<file path="src/rtl/stopwatch_timer.sv">
// BCD mm..m:ss up/down stopwatch with countdown expiry,
// preset load, toggle-pause and lap capture.
module stopwatch_timer #(
  parameter int MIN_DIGITS = 2,
  parameter bit LAP_EN     = 1'b1
) (
  input  logic                    clk,
  input  logic                    rst,
  input  logic                    tick_run,
  input  logic                    tick_adj,
  input  logic                    mode_down,
  input  logic                    adj,
  input  logic                    sel,
  input  logic                    pause_btn,
  input  logic                    load,
  input  logic [4*MIN_DIGITS-1:0] load_min,
  input  logic [7:0]              load_sec,
  input  logic                    lap_btn,
  output logic [4*MIN_DIGITS-1:0] min_bcd,
  output logic [7:0]              sec_bcd,
  output logic [4*MIN_DIGITS-1:0] lap_min,
  output logic [7:0]              lap_sec,
  output logic                    lap_valid,
  output logic                    paused,
  output logic                    expired
);

  localparam int MW = 4*MIN_DIGITS;

  typedef enum logic [1:0] {
    S_PAUSED  = 2'd0,
    S_RUN     = 2'd1,
    S_EXPIRED = 2'd2
  } state_t;

  state_t        state_q, state_d;
  logic [MW-1:0] min_q, min_d;
  logic [7:0]    sec_q, sec_d;
  logic [8:0]    sc;
  logic          load_ok, do_load;
  logic          adj_step, run_step;
  logic          at_zero, down_zero;

  function automatic logic [MW-1:0] min_inc(input logic [MW-1:0] m);
    logic [MW-1:0] r;
    logic          c;
    r = m;
    c = 1'b1;
    for (int i = 0; i < MIN_DIGITS; i++) begin
      if (c) begin
        if (m[4*i +: 4] == 4'd9) begin
          r[4*i +: 4] = 4'd0;
        end else begin
          r[4*i +: 4] = m[4*i +: 4] + 4'd1;
          c = 1'b0;
        end
      end
    end
    return r;
  endfunction

  function automatic logic [MW-1:0] min_dec(input logic [MW-1:0] m);
    logic [MW-1:0] r;
    logic          b;
    r = m;
    b = 1'b1;
    for (int i = 0; i < MIN_DIGITS; i++) begin
      if (b) begin
        if (m[4*i +: 4] == 4'd0) begin
          r[4*i +: 4] = 4'd9;
        end else begin
          r[4*i +: 4] = m[4*i +: 4] - 4'd1;
          b = 1'b0;
        end
      end
    end
    return r;
  endfunction

  // {carry, tens, ones}
  function automatic logic [8:0] sec_inc(input logic [7:0] s);
    if (s[3:0] != 4'd9) return {1'b0, s[7:4], s[3:0] + 4'd1};
    if (s[7:4] != 4'd5) return {1'b0, s[7:4] + 4'd1, 4'd0};
    return 9'h100;
  endfunction

  // {borrow, tens, ones}
  function automatic logic [8:0] sec_dec(input logic [7:0] s);
    if (s[3:0] != 4'd0) return {1'b0, s[7:4], s[3:0] - 4'd1};
    if (s[7:4] != 4'd0) return {1'b0, s[7:4] - 4'd1, 4'd9};
    return {1'b1, 4'd5, 4'd9};
  endfunction

  // preset legality: every digit BCD, seconds tens at most 5
  always_comb begin
    load_ok = (load_sec[7:4] <= 4'd5) && (load_sec[3:0] <= 4'd9);
    for (int i = 0; i < MIN_DIGITS; i++) begin
      if (load_min[4*i +: 4] > 4'd9) load_ok = 1'b0;
    end
  end

  assign do_load   = load & load_ok;
  assign adj_step  = adj & tick_adj;
  assign run_step  = ~adj & tick_run & (state_q == S_RUN);
  assign at_zero   = (min_q == '0) && (sec_q == 8'h00);
  assign down_zero = run_step & mode_down & at_zero;

  // state and count registers
  always_ff @(posedge clk) begin
    if (!rst) begin
      state_q <= S_PAUSED;
      min_q   <= '0;
      sec_q   <= '0;
    end else begin
      state_q <= state_d;
      min_q   <= min_d;
      sec_q   <= sec_d;
    end
  end

  // next state: load forces pause, pause toggles, countdown expiry
  always_comb begin
    state_d = state_q;
    if (do_load) begin
      state_d = S_PAUSED;
    end else begin
      case (state_q)
        S_RUN: begin
          if (pause_btn)      state_d = S_PAUSED;
          else if (down_zero) state_d = S_EXPIRED;
        end
        S_PAUSED: begin
          if (pause_btn) state_d = S_RUN;
        end
        S_EXPIRED: begin
          if (pause_btn || adj_step) state_d = S_PAUSED;
        end
        default: state_d = S_PAUSED;
      endcase
    end
  end

  // next count: load > adjust step > run step
  always_comb begin
    min_d = min_q;
    sec_d = sec_q;
    sc    = '0;
    if (do_load) begin
      min_d = load_min;
      sec_d = load_sec;
    end else if (adj_step) begin
      if (sel) begin
        sc    = sec_inc(sec_q);
        sec_d = sc[7:0];
      end else begin
        min_d = min_inc(min_q);
      end
    end else if (run_step && !down_zero) begin
      sc    = mode_down ? sec_dec(sec_q) : sec_inc(sec_q);
      sec_d = sc[7:0];
      if (sc[8]) min_d = mode_down ? min_dec(min_q) : min_inc(min_q);
    end
  end

  // status outputs decoded from registered state
  always_comb begin
    paused  = 1'b0;
    expired = 1'b0;
    case (state_q)
      S_PAUSED:  paused  = 1'b1;
      S_EXPIRED: expired = 1'b1;
      default: ;
    endcase
  end

  assign min_bcd = min_q;
  assign sec_bcd = sec_q;

  generate
    if (LAP_EN) begin : g_lap
      logic [MW-1:0] lmin_q;
      logic [7:0]    lsec_q;
      logic          lv_q;
      // snapshot of the pre-step count; a valid load drops it
      always_ff @(posedge clk) begin
        if (!rst) begin
          lmin_q <= '0;
          lsec_q <= '0;
          lv_q   <= 1'b0;
        end else if (do_load) begin
          lv_q   <= 1'b0;
        end else if (lap_btn) begin
          lmin_q <= min_q;
          lsec_q <= sec_q;
          lv_q   <= 1'b1;
        end
      end
      assign lap_min   = lmin_q;
      assign lap_sec   = lsec_q;
      assign lap_valid = lv_q;
    end else begin : g_nolap
      logic unused_lap;
      assign unused_lap = lap_btn;
      assign lap_min    = '0;
      assign lap_sec    = '0;
      assign lap_valid  = 1'b0;
    end
  endgenerate

endmodule

</file>
<file path="config.mk">
export PLATFORM = sky130hd
export DESIGN_NAME = stopwatch_timer
export DESIGN_NICKNAME = d
export VERILOG_FILES = /design/src/rtl/stopwatch_timer.sv
export SDC_FILE = /design/constraint.sdc
export NUM_CORES = 1
export LEC_CHECK = 0
export BUFFER_PORTS_ARGS = -buffer_cell sky130_fd_sc_hd__buf_2
export CAP_MARGIN = 10
export CORE_MARGIN = 2
export CORE_UTILIZATION = 35
export CTS_CLUSTER_DIAMETER = 60
export DETAILED_ROUTE_END_ITERATION = 10
export PLACE_DENSITY = 0.63
export SLEW_MARGIN = 20
export SYNTH_ARGS = -nofsm -noshare
export SYNTH_HDL_FRONTEND = slang
export SYNTH_SLANG_ARGS = --single-unit
</file>
<file path="constraint.sdc">
create_clock -name clk -period 5.1 [get_ports clk]
set_clock_uncertainty 0.2 [all_clocks]
set_input_delay 0.255 -clock clk [delete_from_list [all_inputs] [get_ports clk]]
set_output_delay 0.255 -clock clk [all_outputs]
set_load 0.005 [all_outputs]
</file>
==> results of run 1 <==
## cells by family after synthesis
group,Yosys count,synth area share (%)
flops,35,31.2
simple gates,136,31.8
mux,2,0.891
fa+ha+maj,3,1.67
compound gates,91,25.1
buf+inv,36,7.02
xor+xnor,6,2.34
## power by group
group	leakage, nW	total, mW	internal (mW)	switching (mW)
clock	0.0412	0.205	0.0956	0.109
combinational	0.698	0.137	0.0606	0.0762
sequential	0.284	0.313	0.285	0.0274
total	1.02	0.654	0.441	0.213
## final cells by class
type	instances	area [µm²]	share of cell area, %
multi-input combinational	238	1390	52.2
clock inverter	2	12.5	0.471
tap	77	96.3	3.63
sequential	35	701	26.4
clock buffer	6	72.6	2.73
inverter	8	30.0	1.13
timing repair buffer	66	358	13.5
## timing repair
item | 4_1_cts | 5_1_grt
hold buffers | 5 | 0
buffers inserted | 0 | 0
endpoints found under the hold margin | 5 | 0
## routing by layer
layer | vias up | global-route usage [%] | routed length [µm]
li1 | 1221 | - | -
met1 | 1192 | 22.8 | 2880
met2 | 66 | 31.8 | 3420
met3 | 8 | 4.95 | 344
met4 | 0 | 5.57 | 63
met5 | - | 0 | 0
## state kept, by name (all words and copies together) (netlist names)
signal and count:
lap_min 8, lap_sec 8, min_bcd 8, sec_bcd 8
state_q 2, lap_valid 1
## cells in the final DEF (no fill, tap or decap), types with 5 or more instances in the layout
cell / count
sky130_fd_sc_hd__nand2b_1: 5
sky130_fd_sc_hd__dlygate4sd3_1: 5
sky130_fd_sc_hd__nand3_1: 32
sky130_fd_sc_hd__inv_1: 8
sky130_fd_sc_hd__nand2_1: 36
sky130_fd_sc_hd__dfxtp_1: 35
sky130_fd_sc_hd__a21oi_1: 31
sky130_fd_sc_hd__nor3_1: 9
sky130_fd_sc_hd__o21ai_1: 9
sky130_fd_sc_hd__a211oi_1: 5
sky130_fd_sc_hd__nand4_1: 8
sky130_fd_sc_hd__buf_2: 60
sky130_fd_sc_hd__nor2_1: 18
sky130_fd_sc_hd__o21ai_0: 19
sky130_fd_sc_hd__clkbuf_8: 5
sky130_fd_sc_hd__nor4_1: 6
## worst register-to-register path, stage by stage, from the launching register on
cell,delay (ps)
sky130_fd_sc_hd__dfxtp_1,390
sky130_fd_sc_hd__inv_1,130
sky130_fd_sc_hd__ha_1,280
sky130_fd_sc_hd__nor4b_1,360
sky130_fd_sc_hd__nand4_1,190
sky130_fd_sc_hd__a32oi_1,720
sky130_fd_sc_hd__nor3_1,110
sky130_fd_sc_hd__a311oi_1,280
sky130_fd_sc_hd__a31oi_1,110
## stage by stage
step	cell area (µm²)	hold WS (ps)	power [mW]	std cells	worst slack, ps
floorplan	2250	133	0.407	309	2870
global placement	2520	245	0.450	419	2480
detailed placement	2520	248	0.452	419	2310
CTS	2660	3.52	0.662	432	2290
global route	2660	21.0	0.693	432	1920
finish	2660	9.81	0.654	432	2230
## final timing paths
path                           startpoint                 endpoint  slack, ps
hold / removal                load_min[5]  min_bcd[5]$_SDFFE_PN0P_         10
setup reg to reg  sec_bcd[5]$_SDFFE_PN0P_  sec_bcd[2]$_SDFFE_PN0P_       2230
setup / recovery  sec_bcd[5]$_SDFFE_PN0P_  sec_bcd[2]$_SDFFE_PN0P_       2230
hold reg to reg   lap_min[6]$_SDFFE_PN0P_  lap_min[6]$_SDFFE_PN0P_        250
==> impl_metrics.xml, run 1 <==
<?xml version="1.0" encoding="UTF-8"?>
<metrics>
  <group name="routing">
    <metric name="route.detailed.vias_per_inst" unit="">5.76</metric>
    <metric name="drcViolationCount" unit="">0</metric>
    <metric name="drt-initial-drc-count" unit="">251</metric>
    <metric name="drt_pre_antenna_iters" unit="">4</metric>
    <metric name="postRouteWirelength" unit="µm">6710</metric>
    <metric name="route.antenna.remaining_nets" unit="">0</metric>
    <metric name="average_wire_per_cell_in_the_routed_design" unit="µm">15.5</metric>
    <metric name="routed-via-count" unit="">2487</metric>
  </group>
  <group name="worst_hold_path">
    <metric name="hp-class" unit="">input port to flip-flop</metric>
    <metric name="whs_path_depth" unit="">3</metric>
  </group>
  <group name="setup_path">
    <metric name="worstPathBufferInverterCount" unit="">1</metric>
    <metric name="critical_path.max_fanout" unit="">11</metric>
    <metric name="cp_slowest_stage_delay" unit="ps">720</metric>
    <metric name="critPathLaunchType" unit="">flip-flop</metric>
    <metric name="crit_path_max_delay_cell_type" unit="">sky130_fd_sc_hd__a32oi_1</metric>
    <metric name="ff2ff_path_depth" unit="">8</metric>
    <metric name="critical_path_stages" unit="">8</metric>
    <metric name="crit_type" unit="">flip-flop to flip-flop</metric>
    <metric name="critPathTopFamily" unit="">compound AO/OA/AOI/OAI gates</metric>
    <metric name="worst_ep_required_time" unit="ps">5070</metric>
    <metric name="worst_ep_arrival_time" unit="ps">2840</metric>
    <metric name="crit_path_cell_trace" unit="">inv_1 &gt; ha_1 &gt; nor4b_1 &gt; nand4_1 &gt; a32oi_1 &gt; nor3_1 &gt; a311oi_1 &gt; a31oi_1</metric>
    <metric name="cp-end-kind" unit="">flip-flop</metric>
  </group>
  <group name="cts">
    <metric name="tritoncts" unit="">yes</metric>
    <metric name="clk_latency" unit="ps">290</metric>
    <metric name="cts_repair_resized_insts" unit="">0</metric>
    <metric name="max-clock-path-buffers" unit="">2</metric>
    <metric name="cts_buffers" unit="">5</metric>
    <metric name="clkTransAtPathRegs" unit="ps">80</metric>
    <metric name="clock-root-buffer" unit="">sky130_fd_sc_hd__clkbuf_8</metric>
    <metric name="htree_levels" unit="">2</metric>
    <metric name="cts_sinks" unit="">35</metric>
  </group>
  <group name="floorplan">
    <metric name="dieArea" unit="mm²">0.00707</metric>
    <metric name="dieWidth" unit="µm">84.1</metric>
    <metric name="fp-row-count" unit="">29</metric>
    <metric name="core-area" unit="mm²">0.00628</metric>
    <metric name="die_height" unit="µm">84.1</metric>
    <metric name="ios" unit="">61</metric>
    <metric name="floorplan.initialDensity" unit="%">35.8</metric>
  </group>
  <group name="yosys">
    <metric name="postSynthRegisterBits" unit="">35</metric>
    <metric name="synth_top_flop_cell" unit="">sky130_fd_sc_hd__dfxtp_1</metric>
    <metric name="post_synth_most_frequent_cells" unit="">36 x sky130_fd_sc_hd__nand2_1, 35 x sky130_fd_sc_hd__dfxtp_1, 32 x sky130_fd_sc_hd__nand3_1</metric>
    <metric name="syn_area_per_cell" unit="µm²">7.27</metric>
    <metric name="yosys.cell_count.top_type" unit="">sky130_fd_sc_hd__nand2_1</metric>
    <metric name="synth.net_count" unit="">338</metric>
    <metric name="synth-async-reset-ratio" unit="%">0</metric>
    <metric name="netlist.area_leader.share" unit="%">31.2</metric>
    <metric name="synthTopCellsByArea" unit="">sky130_fd_sc_hd__dfxtp_1 31%, sky130_fd_sc_hd__nand3_1 7.1%, sky130_fd_sc_hd__a21oi_1 6.9%, sky130_fd_sc_hd__nand2_1 6.0%, sky130_fd_sc_hd__o21ai_0 4.2%</metric>
    <metric name="ys_seq_area_share" unit="%">31.2</metric>
    <metric name="post-synth-top-area-cell" unit="">sky130_fd_sc_hd__dfxtp_1</metric>
    <metric name="syn-cell-area" unit="mm²">0.00225</metric>
    <metric name="ys.warnings.count" unit="">0</metric>
    <metric name="synth.lib_cells_used.distinct" unit="">53</metric>
    <metric name="edff_count_synth" unit="">0</metric>
    <metric name="postSynthCellCount" unit="">309</metric>
  </group>
  <group name="global_route">
    <metric name="grt_util_all_layers" unit="%">18.6</metric>
    <metric name="first_global_vias" unit="">2209</metric>
    <metric name="grt_pass1_wl" unit="µm">10800</metric>
    <metric name="grt-ovfl-total" unit="">0</metric>
    <metric name="grt_max_degree" unit="">25</metric>
    <metric name="antenna_found_initial" unit="">0</metric>
  </group>
  <group name="layout">
    <metric name="layout_cell_share_with_drive_strength_beyond_1" unit="%">22.0</metric>
    <metric name="final_stage_net_count" unit="">383</metric>
    <metric name="antenna_cells" unit="">0</metric>
    <metric name="flow.area_growth_from_synthesis" unit="%">18.3</metric>
    <metric name="post_route_utilization" unit="%">42.3</metric>
    <metric name="layout.filler_cells" unit="">684</metric>
  </group>
  <group name="status">
    <metric name="run_status" unit="">finished clean</metric>
  </group>
  <group name="placement">
    <metric name="io_buffers" unit="">60</metric>
    <metric name="gpl.final_weighted_congestion" unit="">0.864</metric>
    <metric name="place.detailed.hpwl" unit="µm">4780</metric>
  </group>
  <group name="sta">
    <metric name="tns" unit="ps">0</metric>
    <metric name="layout_min_cycle_time" unit="ps">2870</metric>
    <metric name="final-setup-viol-count" unit="">0</metric>
    <metric name="hold_violations" unit="">0</metric>
    <metric name="slew-limit-headroom" unit="%">38.5</metric>
    <metric name="timing_worst_slew_pin_value" unit="ps">922</metric>
    <metric name="report.final.slew_viol_count" unit="">0</metric>
    <metric name="rsz0062_at_grt" unit="">false</metric>
    <metric name="min_period_over_period" unit="%">56.3</metric>
    <metric name="maxClockFrequency" unit="GHz">0.348</metric>
  </group>
  <group name="power_and_ir_drop">
    <metric name="power.density" unit="mW/mm²">246</metric>
    <metric name="vdd_drop_max" unit="µV">103</metric>
    <metric name="p_leak" unit="nW">1.02</metric>
  </group>
  <group name="job">
    <metric name="max_cap_violations" unit="">0</metric>
  </group>
</metrics>
(Power assumes the default switching activity.)
==> inputs of run 2 (changes only) <==
--- a/config.mk
+++ b/config.mk
@@ -11,7 +11,7 @@
 export CORE_UTILIZATION = 35
 export CTS_CLUSTER_DIAMETER = 60
 export DETAILED_ROUTE_END_ITERATION = 10
-export PLACE_DENSITY = 0.63
+export PLACE_DENSITY = 0.65
 export SLEW_MARGIN = 20
 export SYNTH_ARGS = -nofsm -noshare
 export SYNTH_HDL_FRONTEND = slang
==> constraint.sdc (replaced) <==
create_clock -name clk -period 2.4 [get_ports clk]
set_clock_uncertainty 0.2 [all_clocks]
set_input_delay 0.12 -clock clk [delete_from_list [all_inputs] [get_ports clk]]
set_output_delay 0.12 -clock clk [all_outputs]
set_load 0.005 [all_outputs]
==> impl_metrics.xml, run 2 (synthesis results as in run 1) <==
<?xml version="1.0" encoding="UTF-8"?>
<metrics>
  <group name="setup_path">
    <metric name="critPathLaunchType" unit="">flip-flop</metric>
    <metric name="worst_ep_required_time" unit="ps">2430</metric>
    <metric name="cp-end-kind" unit="">flip-flop</metric>
    <metric name="worst_ep_arrival_time" unit="ps">2280</metric>
    <metric name="critical_path.max_fanout" unit="">6</metric>
    <metric name="crit_type" unit="">flip-flop to flip-flop</metric>
    <metric name="ff2ff_path_depth" unit="">8</metric>
  </group>
  <group name="worst_hold_path">
    <metric name="hp-class" unit="">input port to flip-flop</metric>
    <metric name="whs_path_depth" unit="">3</metric>
  </group>
  <group name="cts">
    <metric name="post_cts_buffers" unit="">0</metric>
    <metric name="htree_levels" unit="">2</metric>
    <metric name="tritoncts" unit="">yes</metric>
    <metric name="cts_sinks" unit="">35</metric>
    <metric name="clkTransAtPathRegs" unit="ps">80</metric>
    <metric name="clock-root-buffer" unit="">sky130_fd_sc_hd__clkbuf_8</metric>
    <metric name="clk_latency" unit="ps">290</metric>
    <metric name="max-clock-path-buffers" unit="">2</metric>
    <metric name="cts_buffers" unit="">5</metric>
  </group>
  <group name="global_route">
    <metric name="gr-usage-met2" unit="%">34.3</metric>
    <metric name="grt-ovfl-total" unit="">0</metric>
    <metric name="grt_max_degree" unit="">23</metric>
    <metric name="first_global_vias" unit="">2395</metric>
    <metric name="grt_util_all_layers" unit="%">19.8</metric>
    <metric name="antenna_found_initial" unit="">0</metric>
    <metric name="groute.layer.met3.usage" unit="%">3.56</metric>
    <metric name="grt_peak_use_layer" unit="">met2</metric>
    <metric name="grt_pass1_wl" unit="µm">11500</metric>
    <metric name="use_met1" unit="%">25.4</metric>
  </group>
  <group name="floorplan">
    <metric name="fp-row-count" unit="">29</metric>
    <metric name="dieArea" unit="mm²">0.00707</metric>
    <metric name="ios" unit="">61</metric>
    <metric name="floorplan.initialDensity" unit="%">35.8</metric>
    <metric name="core-area" unit="mm²">0.00628</metric>
    <metric name="die_height" unit="µm">84.1</metric>
    <metric name="dieWidth" unit="µm">84.1</metric>
  </group>
  <group name="sta">
    <metric name="hold_violations" unit="">0</metric>
    <metric name="layout_min_cycle_time" unit="ps">2250</metric>
    <metric name="tns" unit="ps">0</metric>
    <metric name="report.final.slew_viol_count" unit="">0</metric>
    <metric name="hold_slack" unit="ps">15.2</metric>
    <metric name="maxClockFrequency" unit="GHz">0.444</metric>
    <metric name="slew-limit-headroom" unit="%">64.3</metric>
    <metric name="rsz0062_at_grt" unit="">false</metric>
    <metric name="timing_worst_slew_pin_value" unit="ps">534</metric>
    <metric name="min_period_over_period" unit="%">93.8</metric>
    <metric name="final-setup-viol-count" unit="">0</metric>
  </group>
  <group name="layout">
    <metric name="layout.cells.most_common" unit="">sky130_fd_sc_hd__buf_2</metric>
    <metric name="layout_cell_share_with_drive_strength_beyond_1" unit="%">26.9</metric>
    <metric name="post-route-cell-area" unit="mm²">0.00296</metric>
    <metric name="final_stage_net_count" unit="">415</metric>
    <metric name="post_route_utilization" unit="%">47.2</metric>
    <metric name="flow.area_growth_from_synthesis" unit="%">31.9</metric>
    <metric name="layout.filler_cells" unit="">633</metric>
    <metric name="layout_common_cells" unit="">60 x sky130_fd_sc_hd__buf_2, 35 x sky130_fd_sc_hd__nand2_1, 35 x sky130_fd_sc_hd__dfxtp_1</metric>
    <metric name="antenna_cells" unit="">0</metric>
  </group>
  <group name="power_and_ir_drop">
    <metric name="power_frac_comb" unit="%">24.2</metric>
    <metric name="post-layout-total-power" unit="mW">1.55</metric>
    <metric name="power_report.internal_total" unit="mW">1.08</metric>
    <metric name="vdd_drop_max" unit="µV">359</metric>
    <metric name="power.density" unit="mW/mm²">524</metric>
    <metric name="switching_share" unit="%">30.3</metric>
    <metric name="seq_power_share" unit="%">40.6</metric>
    <metric name="p_switching" unit="mW">0.470</metric>
    <metric name="p_leak" unit="nW">1.20</metric>
    <metric name="clock_power_share" unit="%">35.2</metric>
  </group>
  <group name="routing">
    <metric name="route.detailed.vias_per_inst" unit="">5.70</metric>
    <metric name="drcViolationCount" unit="">0</metric>
    <metric name="route.antenna.remaining_nets" unit="">0</metric>
    <metric name="drt_pre_antenna_iters" unit="">5</metric>
    <metric name="drt-initial-drc-count" unit="">136</metric>
    <metric name="average_wire_per_cell_in_the_routed_design" unit="µm">15.3</metric>
    <metric name="postRouteWirelength" unit="µm">7100</metric>
    <metric name="routed-via-count" unit="">2643</metric>
  </group>
  <group name="placement">
    <metric name="gpl.final_weighted_congestion" unit="">0.878</metric>
    <metric name="io_buffers" unit="">60</metric>
    <metric name="place.detailed.hpwl" unit="µm">5140</metric>
    <metric name="post_place_cell_area" unit="mm²">0.00269</metric>
  </group>
  <group name="job">
    <metric name="max_cap_violations" unit="">0</metric>
  </group>
  <group name="status">
    <metric name="run_status" unit="">finished clean</metric>
  </group>
</metrics>
[run 2: what timing repair did]
item / 4_1_cts / 5_1_grt
resized for setup: 0 / 3
hold buffers: 15 / 0
endpoints found under the setup margin: 0 / 9
endpoints found under the hold margin: 16 / 0
[run 2: per-stage QoR]
stage	std cells	setup WS, ps
5_1_grt	464	8.90
6_report	464	149
3_3_place_gp	441	229
2_1_floorplan	309	165
3_5_place_dp	441	154
4_1_cts	464	132
[run 2: per-layer routing]
metal	part of all wire, %	vias up
met2	49	113
met4	1.1	0
met3	6.2	7
met5	0	-
li1	-	1285
met1	43	1238
[run 2: power by group through the flow]
stage	sequential, mW	combinational, mW	clock, mW
after detailed placement	0.642	0.352	0
final	0.630	0.376	0.547
after global placement	0.642	0.347	0
after global routing	0.633	0.415	0.582
after floorplan	0.643	0.221	0
after CTS	0.629	0.372	0.560
[run 2: cell type report]
class                   instances  area, µm²  share of cell area (%)
multi-input cells             238       1400                    47.2
flip-flops and latches         35        701                    23.7
repair buffers                 98        623                    21.0
well taps                      77       96.3                    3.25
clock buffers                   5       68.8                    2.32
clock inverters                 3       43.8                    1.48
inverters                       8       30.0                    1.01
[run 2: worst paths after layout]
| path | start | to | slack (ps) |
|---|---|---|---|
| worst min-delay path | load_sec[3] | sec_bcd[3]$_SDFFE_PN0P_ | 20 |
| worst max register to register | sec_bcd[5]$_SDFFE_PN0P_ | min_bcd[1]$_SDFFE_PN0P_ | 150 |
| worst max-delay path | sec_bcd[5]$_SDFFE_PN0P_ | min_bcd[1]$_SDFFE_PN0P_ | 150 |
| worst min register to register | lap_min[1]$_SDFFE_PN0P_ | lap_min[1]$_SDFFE_PN0P_ | 260 |
[run 2: worst max-delay path: stages, from the launching register on]
cell                      delay, ps
sky130_fd_sc_hd__dfxtp_1        320
sky130_fd_sc_hd__inv_1           90
sky130_fd_sc_hd__ha_2           200
sky130_fd_sc_hd__or3b_4         400
sky130_fd_sc_hd__o32ai_2        130
sky130_fd_sc_hd__and4_4         300
sky130_fd_sc_hd__o21ai_1         60
sky130_fd_sc_hd__or4_1          400
sky130_fd_sc_hd__nand3_1        100
